[src/rtl/acc_pkg.sv]
// -----------------------------------------------------------------------------
// acc_pkg
// Shared definitions for the accumulator-channel output stage: FSM state
// encoding, default sizes, a constant-function clog2 and the frame length
// helper.
// Configuration macro: SERIAL_PARITY_EN (appends one even-parity bit per frame).
// -----------------------------------------------------------------------------
package acc_pkg;

  typedef enum logic {
    ST_IDLE  = 1'b0,
    ST_SHIFT = 1'b1
  } state_t;

  // Number of bits needed to index 'value' distinct items (0 for value <= 1).
  function automatic int clog2(input int value);
    int result;
    int v;
    result = 0;
    v      = value - 1;
    while (v > 0) begin
      result = result + 1;
      v      = v >> 1;
    end
    return result;
  endfunction

`ifdef SERIAL_PARITY_EN
  localparam int PARITY_BITS = 1;
`else
  localparam int PARITY_BITS = 0;
`endif

  // Bits per frame: I word, Q word, optional trailing parity bit.
  function automatic int frame_len(input int acc_width);
    return 2 * acc_width + PARITY_BITS;
  endfunction

  localparam int ACC_WIDTH_DEF = 16;
  localparam int BUF_DEPTH_DEF = 2;
  localparam int FRAME_LEN     = frame_len(ACC_WIDTH_DEF);

endpackage : acc_pkg

[src/rtl/iq_frame_fifo.sv]
// -----------------------------------------------------------------------------
// iq_frame_fifo
// Circular buffer of DEPTH words (one packed I/Q pair per word). DEPTH must be
// a power of two so the pointers wrap naturally. Push and pop in the same
// cycle are both honoured; the caller never pushes when full without popping
// and never pops when empty.
// Ports:
//   clk      in   shift clock
//   reset    in   asynchronous, active-high reset
//   push     in   write wr_data this cycle
//   wr_data  in   WIDTH-bit word to store
//   pop      in   consume the head word this cycle
//   rd_data  out  head word (valid when !empty)
//   full     out  DEPTH words held
//   empty    out  no words held
// -----------------------------------------------------------------------------
module iq_frame_fifo
  import acc_pkg::*;
#(
  parameter int WIDTH = 2 * ACC_WIDTH_DEF,
  parameter int DEPTH = BUF_DEPTH_DEF
) (
  input  logic             clk,
  input  logic             reset,
  input  logic             push,
  input  logic [WIDTH-1:0] wr_data,
  input  logic             pop,
  output logic [WIDTH-1:0] rd_data,
  output logic             full,
  output logic             empty
);

  localparam int PTR_W = clog2(DEPTH);
  localparam int CNT_W = clog2(DEPTH + 1);
  localparam logic [CNT_W-1:0] FULL_CNT = CNT_W'(DEPTH);

  logic [WIDTH-1:0] mem [DEPTH];
  logic [PTR_W-1:0] wr_ptr;
  logic [PTR_W-1:0] rd_ptr;
  logic [CNT_W-1:0] count;

  // NOTE: storage is intentionally not reset; pointers and count alone say which entries are valid.
  always_ff @(posedge clk) begin
    if (push) begin
      mem[wr_ptr] <= wr_data;
    end
  end

  // NOTE: sequential state uses non-blocking assignments so every register sees pre-edge values.
  always_ff @(posedge clk or posedge reset) begin
    if (reset) begin
      wr_ptr <= '0;
      rd_ptr <= '0;
      count  <= '0;
    end else begin
      if (push) begin
        wr_ptr <= wr_ptr + 1'b1;
      end
      if (pop) begin
        rd_ptr <= rd_ptr + 1'b1;
      end
      case ({push, pop})
        2'b10:   count <= count + 1'b1;
        2'b01:   count <= count - 1'b1;
        default: count <= count;
      endcase
    end
  end

  assign rd_data = mem[rd_ptr];
  assign full    = (count == FULL_CNT);
  assign empty   = (count == '0);

endmodule : iq_frame_fifo

[src/rtl/iq_frame_serializer.sv]
// -----------------------------------------------------------------------------
// iq_frame_serializer
// Output stage of one accumulator channel. Decimated I/Q pairs are queued in a
// small frame buffer and shifted off-chip MSB-first as I then Q, one bit per
// clk, with serialStart marking the first bit of every frame. Frames queued
// behind the current one follow with no idle bit.
// Configuration macro: SERIAL_PARITY_EN -- when defined each frame carries one
// extra trailing bit holding the even parity (XOR) of all I/Q data bits.
// Ports:
//   clk          in   serial shift clock
//   reset        in   asynchronous, active-high reset
//   acc_I        in   in-phase accumulator word
//   acc_Q        in   quadrature accumulator word
//   load_valid   in   acc_I/acc_Q valid this cycle
//   load_ready   out  buffer can take a pair this cycle (not full, or popping)
//   serialStart  out  first bit of a frame on serialOut
//   serialOut    out  serial data, 0 when idle
//   busy         out  frame being shifted
//   overflow     out  sticky: a pair arrived while load_ready was low
// -----------------------------------------------------------------------------
module iq_frame_serializer
  import acc_pkg::*;
#(
  parameter int ACC_WIDTH = ACC_WIDTH_DEF,
  parameter int BUF_DEPTH = BUF_DEPTH_DEF
) (
  input  logic                 clk,
  input  logic                 reset,
  input  logic [ACC_WIDTH-1:0] acc_I,
  input  logic [ACC_WIDTH-1:0] acc_Q,
  input  logic                 load_valid,
  output logic                 load_ready,
  output logic                 serialStart,
  output logic                 serialOut,
  output logic                 busy,
  output logic                 overflow
);

  localparam int WORD_W     = 2 * ACC_WIDTH;
  localparam int FRAME_BITS = frame_len(ACC_WIDTH);
  localparam int CNT_W      = clog2(FRAME_BITS);
  localparam logic [CNT_W-1:0] LAST_BIT = CNT_W'(FRAME_BITS - 1);

  state_t                  state;
  state_t                  next_state;
  logic [CNT_W-1:0]        bit_cnt;
  logic [FRAME_BITS-1:0]   shreg;
  logic [FRAME_BITS-1:0]   frame_word;

  logic                    fifo_push;
  logic                    fifo_pop;
  logic                    fifo_full;
  logic                    fifo_empty;
  logic [WORD_W-1:0]       fifo_rd_data;

  logic                    load_frame;
  logic                    shift_bit;
  logic                    end_frame;

  // A slot freed by this cycle's pop can be refilled in the same cycle.
  assign load_ready = !fifo_full || fifo_pop;
  assign fifo_push  = load_valid && load_ready;

  iq_frame_fifo #(
    .WIDTH (WORD_W),
    .DEPTH (BUF_DEPTH)
  ) u_fifo (
    .clk     (clk),
    .reset   (reset),
    .push    (fifo_push),
    .wr_data ({acc_I, acc_Q}),
    .pop     (fifo_pop),
    .rd_data (fifo_rd_data),
    .full    (fifo_full),
    .empty   (fifo_empty)
  );

`ifdef SERIAL_PARITY_EN
  assign frame_word = {fifo_rd_data, ^fifo_rd_data};
`else
  assign frame_word = fifo_rd_data;
`endif

  always_ff @(posedge clk or posedge reset) begin
    if (reset) begin
      state <= ST_IDLE;
    end else begin
      state <= next_state;
    end
  end

  // The pop decision lives here: from IDLE whenever data waits, and from SHIFT
  // only while the last bit is on the pin, so the next frame follows gaplessly.
  always_comb begin
    // NOTE: every combinational output gets a default first so no latch is inferred.
    next_state = state;
    fifo_pop   = 1'b0;
    load_frame = 1'b0;
    shift_bit  = 1'b0;
    end_frame  = 1'b0;
    case (state)
      ST_IDLE: begin
        if (!fifo_empty) begin
          fifo_pop   = 1'b1;
          load_frame = 1'b1;
          next_state = ST_SHIFT;
        end
      end
      ST_SHIFT: begin
        if (bit_cnt == LAST_BIT) begin
          if (!fifo_empty) begin
            fifo_pop   = 1'b1;
            load_frame = 1'b1;
          end else begin
            end_frame  = 1'b1;
            next_state = ST_IDLE;
          end
        end else begin
          shift_bit = 1'b1;
        end
      end
      default: next_state = ST_IDLE;
    endcase
  end

  // serialOut holds the bit currently on the pin; shreg holds the bits still
  // to come, left-aligned so the next one is always at the MSB.
  always_ff @(posedge clk or posedge reset) begin
    if (reset) begin
      shreg       <= '0;
      bit_cnt     <= '0;
      serialOut   <= 1'b0;
      serialStart <= 1'b0;
      busy        <= 1'b0;
    end else if (load_frame) begin
      shreg       <= {frame_word[FRAME_BITS-2:0], 1'b0};
      bit_cnt     <= '0;
      serialOut   <= frame_word[FRAME_BITS-1];
      serialStart <= 1'b1;
      busy        <= 1'b1;
    end else if (shift_bit) begin
      shreg       <= {shreg[FRAME_BITS-2:0], 1'b0};
      bit_cnt     <= bit_cnt + 1'b1;
      serialOut   <= shreg[FRAME_BITS-1];
      serialStart <= 1'b0;
    end else if (end_frame) begin
      bit_cnt     <= '0;
      serialOut   <= 1'b0;
      serialStart <= 1'b0;
      busy        <= 1'b0;
    end
  end

  always_ff @(posedge clk or posedge reset) begin
    if (reset) begin
      overflow <= 1'b0;
    end else if (load_valid && !load_ready) begin
      overflow <= 1'b1;
    end
  end

endmodule : iq_frame_serializer

[config.mk]
export PLATFORM = sky130hd
export DESIGN_NAME = iq_frame_serializer
export DESIGN_NICKNAME = d
export VERILOG_FILES = /design/src/rtl/acc_pkg.sv /design/src/rtl/iq_frame_fifo.sv /design/src/rtl/iq_frame_serializer.sv
export SDC_FILE = /design/constraint.sdc
export NUM_CORES = 1
export LEC_CHECK = 0
export ABC_AREA = 0
export CAP_MARGIN = 20
export CORE_MARGIN = 2
export CORE_UTILIZATION = 35
export CTS_CLUSTER_DIAMETER = 50
export DETAILED_ROUTE_END_ITERATION = 6
export MAX_ROUTING_LAYER = met4
export PLACE_DENSITY_LB_ADDON = 0.25
export SLEW_MARGIN = 20
export SYNTH_ARGS = -nofsm -noshare
export SYNTH_HDL_FRONTEND = slang
export SYNTH_SLANG_ARGS = --single-unit
[constraint.sdc]
create_clock -name clk -period 5.9 [get_ports clk]
set_input_delay 0.59 -clock clk [delete_from_list [all_inputs] [get_ports clk]]
set_output_delay 0.59 -clock clk [all_outputs]
set_load 0.05 [all_outputs]
==> results.md <==
- Status: finished clean
- Area of the mapped netlist: 4360 um2
- #FFs+latches synth: 109
- P_leak: 1.87 nW
- Register area share after synthesis: 69.9%
- Vias/cell: 4.83
- H-tree depth: 3
- Worst path most repeated cell: ha_1
- Initial Util: 36.0%
- Routed via count: 2623
- Antenna Cells: 0
- TNS Setup: 0 ns
- CTS Hold Bufs: 0
- Post-DP HPWL: 4740 um
- GRT overflow: 0
- Max Freq: 334 MHz
- CTS Buf Count: 9
- Vias in the first global route: 2593
- Longest Clk Path Bufs: 2
- Worst setup EP type: output pin
- Crit path required time: 5.31 ns
- Die area: 13400 um2
- Area added between synthesis and finish: 19.1%
- Pre-antenna DRT Iters: 4
- Routed Antenna Nets: 0
- Cell count after synthesis: 337
- WL final: 7890 um
- Clock root cell: clkbuf_16
- # port buffers: 39
- Total GRT Usage: 13.3%
- CTS sink count: 109
- Share of cells above drive strength 1: 7.73%
- Layout Skew: 0.0102 ns
- Synth Area in Compound Gates: 14.9%
- Transition time of the tightest slew-check pin: 0.810 ns
- Layout filler cell count: 1144
- CP Max Fanout: 6
- Final setup viols: 0
- Die W: 116 um
- Worst slew margin: 45.9%
- DRC: 0
- Largest family of logic cells by synthesized area: compound AO/OA/AOI/OAI gates
- TritonCTS clock tree: built
- Hold Violations, Final: 0
- Largest net degree at the start of global routing: 64
- Critical-path cell list: ha_1 > and3_1 > ha_1 > nand4bb_1 > clkdlybuf4s50_1
- Die height: 116 um
- Skew-Pair Late Insertion Delay: 0.35 ns
- Clock edge transition at the registers on the reported setup and hold paths: 0.07 ns
- Final GP Congestion: 0.705
- Arrival @ worst endpoint: 2.41 ns
- Distinct cells, synth: 38
- Initial antenna violation count: 0
- P per Cell Area: 461 nW/um2
- CP Class: flip-flop to output pin
- Final nets: 407
- Reg2Reg Setup Slack: 3.23 ns
- Max cap viols: 0
- 1st-iter DRT viols: 186
- Post-CTS Setup Bufs: 0
- Max VDD drop: 0.000225 V
- Net Count, Synth: 374
- Fin cells: 543
- Syn Area/Cell: 12.9 um2
- Post-synthesis adder-cell area fraction: 0.574%
- First-pass GRT wire length: 13300 um
- Slowest cell delay on critical path: 0.75 ns
- # rows: 40
- IO Count: 40
- Slowest-stage cell, CP: clkdlybuf4s50_1
- Post-Synth Simple-Gate Area: 10.1%
- Startpoint Class: flip-flop
- Placeable Area: 12100 um2
- WL per Instance: 14.5 um
- Tmin final: 3.00 ns
- Max Slew Vio Count: 0
- Mux share of post-synthesis cell area: 0.488%
- RSZ-0062 raised after global routing: no
- Synth warn: 0
- Hold/Removal Path Class: flip-flop to flip-flop
- Post-synthesis xor/xnor area fraction: 0.602%
- Tcrit/Tclk final: 50.8%
- Placed Instances: 527
- Post-cts resize count: 0
-- final timing paths --
kind                                        start                           to  cells after the start
max                        bit_cnt[0]$_DFFE_PP0P_                   load_ready                      5
min                          overflow$_DFFE_PP0P_         overflow$_DFFE_PP0P_                      1
max reg2reg                bit_cnt[0]$_DFFE_PP0P_  u_fifo.mem[0][22]$_DFFE_PP_                      7
min reg2reg                  overflow$_DFFE_PP0P_         overflow$_DFFE_PP0P_                      1
max in group asynchronous                   reset    u_fifo.rd_ptr$_DFFE_PP0N_                      3
min in group asynchronous                   reset         shreg[9]$_DFFE_PP0P_                      3
-- cell usage after synthesis --
cell type | instances | area, um2
a211oi_1 | 32 | 240
a211oi_2 | 1 | 12.5
a21o_1 | 1 | 7.51
a21oi_1 | 4 | 20.0
a22o_1 | 2 | 17.5
a31oi_1 | 1 | 6.26
a32oi_1 | 1 | 8.76
a41o_1 | 1 | 10.0
and2b_1 | 1 | 7.51
and3_1 | 2 | 12.5
and4_1 | 1 | 8.76
buf_1 | 2 | 7.51
buf_2 | 12 | 60.1
buf_4 | 2 | 15.0
buf_6 | 3 | 33.8
clkbuf_1 | 5 | 18.8
dfrtp_1 | 45 | 1130
edfxtp_1 | 64 | 1920
ha_1 | 2 | 25.0
inv_1 | 4 | 15.0
mux2_2 | 1 | 11.3
mux2i_1 | 1 | 10.0
nand2_1 | 35 | 131
nand2_2 | 1 | 6.26
nand2b_1 | 2 | 12.5
nand3_1 | 1 | 5.00
nand4bb_1 | 1 | 11.3
nor2_1 | 5 | 18.8
nor2b_1 | 32 | 200
nor3_1 | 1 | 5.00
nor3b_1 | 1 | 7.51
o211ai_1 | 1 | 7.51
o21ai_0 | 5 | 25.0
o21ai_1 | 58 | 290
o22ai_1 | 1 | 6.26
or2_1 | 1 | 6.26
or3_1 | 1 | 6.26
xnor2_1 | 3 | 26.3
-- cell type report --
class / instances / area (um2) / area share [%]
clock inverter: 7 / 81.3 / 1.57
sequential: 109 / 3050 / 58.7
tap: 168 / 210 / 4.05
timing repair buffer: 46 / 443 / 8.53
multi-input combinational: 200 / 1170 / 22.5
clock buffer: 9 / 225 / 4.34
inverter: 4 / 15.0 / 0.289
-- routing by layer --
metal | global-route usage (%) | up-vias | part of all wire (%)
met2 | 20.8 | 55 | 49
met5 | - | - | 0
li1 | - | 1297 | -
met3 | 3.61 | 7 | 4.2
met4 | 3.49 | 0 | 0.96
met1 | 17.3 | 1264 | 46
-- kinds of logic (layout without fill, tap and decap cells) --
family / after synthesis / in the layout
DFF: 109 / 109
AOI/OAI and AO/OA: 108 / 108
and+or+nand+nor: 85 / 85
buffers and inverters: 28 / 66
xor gates and xnor gates: 3 / 3
adders and majority gates: 2 / 2
muxes: 2 / 2
-- registers in the layout, summed over array words and instances (netlist names) --
register / cells
bit_cnt: 5
serialOut: 1
state: 1
busy: 1
u_fifo.wr_ptr: 1
u_fifo.mem: 64
u_fifo.rd_ptr: 1
overflow: 1
serialStart: 1
shreg: 31
u_fifo.count: 2
-- layout by cell type, fill, tap and decap left out, drive strengths merged, types with 2 or more instances in the layout --
cell / netlist / final
edfxtp: 64 / 64
a21oi: 4 / 4
ha: 2 / 2
dfrtp: 45 / 45
clkbuf: 5 / 9
buf: 19 / 7
clkdlybuf4s50: 0 / 39
nand2: 36 / 36
and3: 2 / 2
a22o: 2 / 2
o21ai: 63 / 63
nor2b: 32 / 32
nor2: 5 / 5
clkinv: 0 / 2
inv: 4 / 9
xnor2: 3 / 3
a211oi: 33 / 33
nand2b: 2 / 2
-- power breakdown --
group | switching, mW | internal (mW) | total [mW]
combinational | 0.362 | 0.233 | 0.594
sequential | 0.155 | 1.04 | 1.19
clock | 0.302 | 0.308 | 0.610
total | 0.819 | 1.58 | 2.40
-- through the flow --
stage	power [mW]	util, %	hold WS (ns)	worst slack [ns]	cell area [um2]
2_1_floorplan	1.64	-	0.450	2.55	4360
3_3_place_gp	1.80	40.3	0.464	3.10	4890
3_5_place_dp	1.82	40.3	0.472	3.08	4890
4_1_cts	2.43	42.9	0.491	2.88	5190
5_1_grt	2.56	42.9	0.504	2.82	5190
6_report	2.40	42.9	0.478	2.90	5190
-- critical path, delay by kind of cell (launching register included) --
kind	cells	cell delay, ns
buffers and inverters	1	0.75
adder cells (fa/ha/maj)	2	0.46
AND/OR/NAND/NOR	2	0.45
flip-flops	1	0.41
Power figures use the tool's default switching activity.
